## config.mk

```make
export PLATFORM = sky130hd
export DESIGN_NAME = mem_rw_bank_arbiter
export DESIGN_NICKNAME = d
export VERILOG_FILES = /design/src/rtl/mem_rw_bank_arbiter.sv
export SDC_FILE = /design/constraint.sdc
export NUM_CORES = 1
export LEC_CHECK = 0
export ABC_CLOCK_PERIOD_IN_PS = 5200
export BUFFER_PORTS_ARGS = -buffer_cell sky130_fd_sc_hd__buf_2
export CAP_MARGIN = 20
export CORE_AREA = 2 2 209 211
export CTS_BUF_LIST = sky130_fd_sc_hd__clkbuf_4 sky130_fd_sc_hd__clkbuf_8
export CTS_CLUSTER_DIAMETER = 200
export DETAILED_ROUTE_END_ITERATION = 8
export DIE_AREA = 0 0 211 213
export GPL_ROUTABILITY_DRIVEN = 0
export PLACE_DENSITY_LB_ADDON = 0.15
export SKIP_LAST_GASP = 1
export SYNTH_ARGS = -nofsm -noshare
export SYNTH_HDL_FRONTEND = slang
export SYNTH_SLANG_ARGS = --single-unit
```

## constraint.sdc

```tcl
create_clock -name clk_i -period 5.2 [get_ports clk_i]
set_clock_uncertainty 0.2 [all_clocks]
set_input_delay 1.04 -clock clk_i [delete_from_list [all_inputs] [get_ports clk_i]]
set_output_delay 1.04 -clock clk_i [all_outputs]
set_load 0.02 [all_outputs]
```

## src/rtl/mem_rw_bank_arbiter.sv

```systemverilog
// mem_rw_bank_arbiter
// Shares one single-ported memory bank between two mem-protocol requesters
// (port 0 = read side, port 1 = write side of a read/write-split converter).
// Round-robin arbitration, request locking until grant, and in-order
// response routing through a FIFO of 1-bit port IDs.
//
// Ports
//   clk_i, rst_ni             clock, asynchronous active-low reset
//   busy_o                    any slv_req_i high or responses outstanding
//   slv_req_i/slv_gnt_o       per-port request / zero-latency grant
//   slv_addr_i .. slv_we_i    per-port request payload
//   slv_rvalid_o/slv_rdata_o  per-port response (rdata broadcast to both)
//   mem_req_o/mem_gnt_i       bank request handshake
//   mem_addr_o .. mem_we_o    bank request payload (from the selected port)
//   mem_rvalid_i/mem_rdata_i  bank response, one per granted request, in order
//
// Handshake: a request transfers in any cycle where req and gnt are both high.
// A requester holds req and payload stable until it sees gnt; there is no
// ready/back-pressure on the response side, and rvalid is a single-cycle pulse.
module mem_rw_bank_arbiter #(
  parameter int unsigned AddrWidth      = 32,
  parameter int unsigned DataWidth      = 64,
  parameter int unsigned MaxOutstanding = 2,
  localparam int unsigned StrbWidth     = DataWidth / 8
) (
  input  logic                      clk_i,
  input  logic                      rst_ni,
  output logic                      busy_o,
  input  logic [1:0]                slv_req_i,
  output logic [1:0]                slv_gnt_o,
  input  logic [1:0][AddrWidth-1:0] slv_addr_i,
  input  logic [1:0][DataWidth-1:0] slv_wdata_i,
  input  logic [1:0][StrbWidth-1:0] slv_strb_i,
  input  logic [1:0][5:0]           slv_atop_i,
  input  logic [1:0]                slv_we_i,
  output logic [1:0]                slv_rvalid_o,
  output logic [1:0][DataWidth-1:0] slv_rdata_o,
  output logic                      mem_req_o,
  input  logic                      mem_gnt_i,
  output logic [AddrWidth-1:0]      mem_addr_o,
  output logic [DataWidth-1:0]      mem_wdata_o,
  output logic [StrbWidth-1:0]      mem_strb_o,
  output logic [5:0]                mem_atop_o,
  output logic                      mem_we_o,
  input  logic                      mem_rvalid_i,
  input  logic [DataWidth-1:0]      mem_rdata_i
);

  localparam int unsigned PtrW = (MaxOutstanding > 1) ? $clog2(MaxOutstanding) : 1;
  localparam int unsigned CntW = $clog2(MaxOutstanding + 1);

  // Arbitration state
  logic                      r_last;      // port granted most recently
  logic                      r_lock;      // a request was offered but not yet granted
  logic                      r_lock_sel;  // port that owns the lock

  // Route FIFO of port IDs for outstanding requests
  logic [MaxOutstanding-1:0] r_fifo;
  logic [PtrW-1:0]           r_wr_ptr;
  logic [PtrW-1:0]           r_rd_ptr;
  logic [CntW-1:0]           r_count;

  logic w_sel;
  logic w_full;
  logic w_empty;
  logic w_push;
  logic w_pop;
  logic w_head;

  function automatic logic [PtrW-1:0] ptr_inc(input logic [PtrW-1:0] p);
    return (p == PtrW'(MaxOutstanding - 1)) ? '0 : p + PtrW'(1);
  endfunction

  assign w_full  = (r_count == CntW'(MaxOutstanding));
  assign w_empty = (r_count == '0);
  assign w_head  = r_fifo[r_rd_ptr];
  assign w_push  = mem_req_o & mem_gnt_i;
  // A response with nothing outstanding is dropped rather than routed.
  assign w_pop   = mem_rvalid_i & ~w_empty;

  assign busy_o  = (|slv_req_i) | ~w_empty;

  always_comb begin
    // Locked port keeps the bank until granted; otherwise round-robin on
    // contention, else whichever port is requesting.
    w_sel = slv_req_i[1];
    if (r_lock) begin
      w_sel = r_lock_sel;
    end else if (&slv_req_i) begin
      w_sel = ~r_last;
    end

    // Fullness uses registered occupancy only, so a same-cycle pop never
    // opens a combinational path from mem_rvalid_i to mem_req_o.
    mem_req_o   = slv_req_i[w_sel] & ~w_full;
    mem_addr_o  = slv_addr_i[w_sel];
    mem_wdata_o = slv_wdata_i[w_sel];
    mem_strb_o  = slv_strb_i[w_sel];
    mem_atop_o  = slv_atop_i[w_sel];
    mem_we_o    = slv_we_i[w_sel];

    slv_gnt_o        = '0;
    slv_gnt_o[w_sel] = mem_req_o & mem_gnt_i;

    slv_rvalid_o         = '0;
    slv_rvalid_o[w_head] = w_pop;
  end

  assign slv_rdata_o[0] = mem_rdata_i;
  assign slv_rdata_o[1] = mem_rdata_i;

  always_ff @(posedge clk_i or negedge rst_ni) begin
    if (!rst_ni) begin
      r_last     <= 1'b1;  // port 0 wins the first contention
      r_lock     <= 1'b0;
      r_lock_sel <= 1'b0;
      r_fifo     <= '0;
      r_wr_ptr   <= '0;
      r_rd_ptr   <= '0;
      r_count    <= '0;
    end else begin
      if (w_push) begin
        r_last <= w_sel;
        r_lock <= 1'b0;
      end else if (mem_req_o) begin
        r_lock     <= 1'b1;
        r_lock_sel <= w_sel;
      end

      if (w_push) begin
        r_fifo[r_wr_ptr] <= w_sel;
        r_wr_ptr         <= ptr_inc(r_wr_ptr);
      end
      if (w_pop) begin
        r_rd_ptr <= ptr_inc(r_rd_ptr);
      end

      case ({w_push, w_pop})
        2'b10:   r_count <= r_count + CntW'(1);
        2'b01:   r_count <= r_count - CntW'(1);
        default: r_count <= r_count;
      endcase
    end
  end

  // Protocol checks
  always @(posedge clk_i) begin
    if (rst_ni) begin
      assert (!(r_lock && !slv_req_i[r_lock_sel]))
        else $error("locked port dropped its request before grant");
      assert (!(mem_rvalid_i && w_empty))
        else $warning("mem_rvalid_i with no outstanding request ignored");
    end
  end

endmodule

```

==> qor.yml, run 1 <==
cts_hold_buffers: 0
powerDensity_mw_per_mm2: 470.9
syn_area_per_cell_um2: 9.514
die_width_um: 211
drtPass1Iterations: 3
cts_root_buffer: "clkbuf_8"
vias_per_cell: 2.770
cts_resized: 0
final_core_util_pct: 9.940
clkPwrFrac_pct: 4.3
p_int_w: 0.0009307
endpoint_kind: "primary output"
finalCritPeriodShare_pct: 75.51
antenna_found_initial: 2
io_pins: 537
status: "complete, no violations"
antenna_left: 0
synth_cell_types: 29
mostFrequentLayoutCells: "buf_2, mux2_1, mux2_2, dfrtp_1"
routed_wl_mm: 12.42
worstPathRequired_ps: 3960
final_common_cell: "buf_2"
syn_nets: 586
p_leak_nw: 2.064
routedWlPerCell_um: 11.80
ys_ff_latch: 9
rr_startpoint: "r_lock_sel$_DFFE_PN0P_"
min_period_ps: 3927
crit_top_cell: "buf_2"
worstPathCellList: "buf_2 -> inv_1 -> a211oi_2 -> a21oi_4 -> buf_12 -> mux2_1 -> buf_2"
grt_use_total_pct: 4.840
arrival_ps: 2690
drc_errors: 0
num_vias: 2917
setup_viol: 0
cts_tree: "done"
hold_violations: 0
grt-ovfl-total: 0
hpwl_mm: 11.27
dieArea_mm2: 0.04494
numPortBuffers: 344
p_sw_share_pct: 53.43
grt_pass1_wl_mm: 16.39
start_kind: "input port"
clk_pin_slew_ps: 50
rsz0062_at_grt: "false"
combPwrFrac_pct: 88.1
nets: 799
holdWs_ps: 296.2
grt_pass1_vias: 3008
syn_inst: 293
layout.cells.non_filler: 1053
clockBufferDepth: 2
rows: 76
p_sw_w: 0.001068
synth_seq_area_share_pct: 8.124
start_util_pct: 6.529
fill_cells: 4935
drv_slew: 0
critPathKind: "in2out"
crit_start: "slv_req_i[1]"
irDropWorstVdd_mv: 0.1589
cp_max_fo: 47
fmax_mhz: 254.7
initialDrtViolationCount: 57
final.setup.tns_ps: 0
design_area_mm2: 0.004244
seqPwrFrac_pct: 7.5
layout-drive-gt1-share_pct: 81.58
cp_slowest_cell: "a21oi_4"
place_area_mm2: 0.004190
max_cap_violations: 0
core_mm2: 0.04270
clock-sinks: 9
cts_htree_levels: 1
yosys_warnings: 0
hold_start: "r_rd_ptr$_DFFE_PN0P_"
critical-path-max-stage-delay_ps: 490
hp-class: "reg2reg"
clk-insertion-delay-late_ps: 230
cts_buffers: 3
grt_max_degree: 48
r2r_cells: 5
hold_depth: 1
tightest_slew_ps: 599.2
area_growth_syn_to_layout_pct: 52.24
relSlewSlack_pct: 59.96
fp.dieH_um: 213
syn_area_mm2: 0.002788
cts_setup_buffers: 0
dp.cells: 1047
state kept, by name, indices dropped and copies added, names as in the netlist:
signal and count:
r_rd_ptr 1, r_lock 1, r_lock_sel 1, r_last 1, r_wr_ptr 1, r_fifo 2, r_count 2
per-layer routing:
| metal | routed length (µm) | GRT usage, % |
|---|---|---|
| met1 | 3830 | 4.114 |
| met2 | 6329 | 9.279 |
| met3 | 1476 | 1.706 |
| met4 | 788 | 3.497 |
| met5 | 0 | 0.2225 |
cell families after synthesis:
group | count (synthesis) | share of synthesized area (%)
compound gates | 12 | 3.501
simple gates | 9 | 1.751
buf+inv | 143 | 38.60
fa+ha+maj | 1 | 0.4488
mux | 114 | 46.01
flops | 9 | 8.124
xor+xnor | 5 | 1.571
cells in the mapped netlist (all sizes together):
master | n | area (µm²)
buf | 140 | 1065
mux2 | 113 | 1272
dfrtp | 8 | 200.2
nor2 | 4 | 15.01
xnor2 | 4 | 35.03
inv | 3 | 11.26
a21oi | 2 | 13.76
o21ai | 2 | 10.01
a211oi | 1 | 12.51
a21boi | 1 | 7.510
a21o | 1 | 7.510
a31oi | 1 | 6.260
dfstp | 1 | 26.28
ha | 1 | 12.51
mux2i | 1 | 10.01
nand2b | 1 | 6.260
nand3 | 1 | 5.000
nor2b | 1 | 6.260
o2111ai | 1 | 15.01
o211a | 1 | 10.01
o21a | 1 | 7.510
o31ai | 1 | 7.510
or3b | 1 | 8.760
or4 | 1 | 7.510
xor2 | 1 | 8.760
metrics by stage:
step	setup WS, ps	power (W)
after floorplan	1912	0.001559
after global placement	1234	0.001978
final	1273	0.001999
after global routing	1117	0.002146
after CTS	1203	0.002037
after detailed placement	1204	0.001942
cell type report:
class	count	area, µm²	share of cell area (%)
Tap cell	546	683.2	16.10
Timing Repair Buffer	348	1777	41.86
Multi-Input combinational cell	141	1493	35.17
Inverter	3	11.26	0.2653
Antenna cell	2	5.005	0.1179
Sequential cell	9	226.5	5.336
Clock buffer	4	48.80	1.150
critical path: cells and delay by family:
family                 cells  cell delay [ps]
buffers and inverters      4              700
multiplexers               1              370
AO/OA/AOI/OAI              2              540
power by group through the flow:
stage	clock network [W]	registers [W]	logic [W]
after floorplan	0	0.000139	0.00142
after global placement	0	0.000155	0.00182
after detailed placement	0	0.000152	0.00179
after CTS	0.0000893	0.000151	0.00180
after global routing	0.0000934	0.000159	0.00189
final	0.0000868	0.000151	0.00176
path summary, 6_finish.rpt:
path / slack (ps) / endpoint
worst min register to register: 300 / r_rd_ptr$_DFFE_PN0P_
worst max register to register: 3160 / r_count[1]$_DFFE_PN0P_
worst min-delay path: 300 / r_rd_ptr$_DFFE_PN0P_
worst max-delay path: 1270 / mem_wdata_o[26]
min in group asynchronous: 450 / r_count[1]$_DFFE_PN0P_
max in group asynchronous: 4100 / r_last$_DFFE_PN1N_
Note: power is estimated with default switching activity, not from simulation.
==> run 2, diff against run 1 <==
ABC_CLOCK_PERIOD_IN_PS = 3300   (was 5200)
CORE_AREA = 2 2 210 212   (was 2 2 209 211)
DIE_AREA = 0 0 212 214   (was 0 0 211 213)
clock period = 3.3 ns   (was 5.2 ns; I/O delays follow)
==> qor.yml, run 2 (same netlist as run 1, synthesis figures left out) <==
clk-insertion-delay-late_ps: 230
finalCritPeriodShare_pct: 88.87
area_growth_syn_to_layout_pct: 53.55
num_vias: 2884
p_int_w: 0.001452
die_width_um: 212
arrival_ps: 2070
hpwl_mm: 12.24
antenna_left: 0
grt_pass1_wl_mm: 17.62
status: "complete, no violations"
r2r_end: "r_count[1]$_DFFE_PN0P_"
setup_viol: 0
routed_wl_mm: 13.41
clkPwrFrac_pct: 4.2
cts_htree_levels: 1
grt_max_degree: 72
mostFrequentLayoutCells: "buf_2, mux2_1, mux2_2, dfrtp_1"
hp-class: "in2async"
pre_cts_ws_ps: 357.6
rows: 76
endpoint: "mem_wdata_o[17]"
design_area_mm2: 0.004280
layout-drive-gt1-share_pct: 81.55
critical-path-max-stage-delay_ps: 380
start_util_pct: 6.500
cp_max_fo: 71
core_mm2: 0.04289
top_usage_layer: "met2"
drv_slew: 0
fill_cells: 5017
relSlewSlack_pct: 63.14
dp.cells: 1085
place_area_mm2: 0.004232
final_core_util_pct: 9.981
rsz0062_at_grt: "false"
tightest_slew_ps: 547.1
initialDrtViolationCount: 64
cts_resized: 0
reg.largest.list: "r_count x2, r_fifo x2"
powerDensity_mw_per_mm2: 739.4
grtUsageMet1_pct: 4.577
grt_use_total_pct: 5.209
min_period_ps: 2933
rr_startpoint: "r_lock$_DFFE_PN0P_"
fp.dieH_um: 214
worstPathRequired_ps: 2440
cts_hold_buffers: 0
r2r_cells: 5
numPortBuffers: 344
grt-ovfl-total: 0
hold_violations: 0
start_kind: "input port"
worstPathCellList: "buf_2 -> inv_1 -> a211oi_2 -> a21oi_4 -> buf_12 -> mux2_1 -> buf_2"
clk_pin_slew_ps: 40
worst_slack_ps: 367.2
cts_setup_buffers: 0
crit_start: "slv_req_i[1]"
max_cap_violations: 0
p_sw_w: 0.001712
combPwrFrac_pct: 88.0
io_pins: 537
critPathKind: "in2out"
drtPass1Iterations: 4
gr-usage-met2_pct: 9.869
fmax_mhz: 341.0
crit_top_cell: "buf_2"
cts_tree: "done"
cts_buffers: 3
cp_slowest_cell: "mux2_1"
antenna_found_initial: 2
layout.cells.non_filler: 1089
irDropWorstVdd_mv: 0.4169
endpoint_kind: "primary output"
clockBufferDepth: 2
p_leak_nw: 2.059
final.setup.tns_ps: 0
seqPwrFrac_pct: 7.7
use_met3_pct: 2.522
antenna_cells: 0
clock-sinks: 9
r2r_slack_ps: 1270
cts_root_buffer: "clkbuf_8"
vias_per_cell: 2.648
grt_pass1_vias: 2995
dieArea_mm2: 0.04537
drc_errors: 0
nets: 798
routedWlPerCell_um: 12.31
p_sw_share_pct: 54.11
final_common_cell: "buf_2"
-- run 2: worst min-delay path by stage --
stage	cells after the start	start	slack (ps)	endpoint
after floorplan	0	rst_ni	160	r_count[0]$_DFFE_PN0P_
after global placement	1	r_rd_ptr$_DFFE_PN0P_	290	r_rd_ptr$_DFFE_PN0P_
after detailed placement	1	r_rd_ptr$_DFFE_PN0P_	290	r_rd_ptr$_DFFE_PN0P_
after CTS	1	rst_ni	90	r_rd_ptr$_DFFE_PN0P_
after global routing	1	rst_ni	90	r_rd_ptr$_DFFE_PN0P_
final	1	rst_ni	80	r_rd_ptr$_DFFE_PN0P_
-- run 2: cell type report --
type                       count  area (µm²)  area share (%)
inverter                       3       11.26          0.2631
multi-input combinational    141        1493           34.87
sequential                     9       226.5           5.291
tap                          585       732.0           17.10
clock buffer                   4       48.80           1.140
timing repair buffer         347        1769           41.33
-- run 2: power groups by stage --
stage                     Combinational (W)  Clock [W]  Sequential (W)
after CTS                           0.00283   0.000139        0.000248
final                               0.00279   0.000134        0.000245
after detailed placement            0.00282          0        0.000250
after global routing                0.00297   0.000147        0.000256
after global placement              0.00288          0        0.000251
after floorplan                     0.00224          0        0.000219
-- run 2: per-layer routing --
| layer | wire, µm | share of wire, % | vias up |
|---|---|---|---|
| met5 | 13 | 0.097 | - |
| met4 | 601 | 4.5 | 2 |
| met1 | 4143 | 31 | 1229 |
| li1 | - | - | 1298 |
| met3 | 2049 | 15 | 26 |
| met2 | 6598 | 49 | 329 |
-- run 2: critical path: cells and delay by family --
family / cells / cell delay (ps)
buf+inv: 4 / 690
mux: 1 / 380
compound gates: 2 / 250
-- run 2: stage by stage --
step                power [W]  hold slack (ps)
floorplan            0.002457            164.4
global placement     0.003131            292.1
detailed placement   0.003073            291.7
CTS                  0.003220            85.98
global route         0.003375            90.25
finish               0.003165            80.44
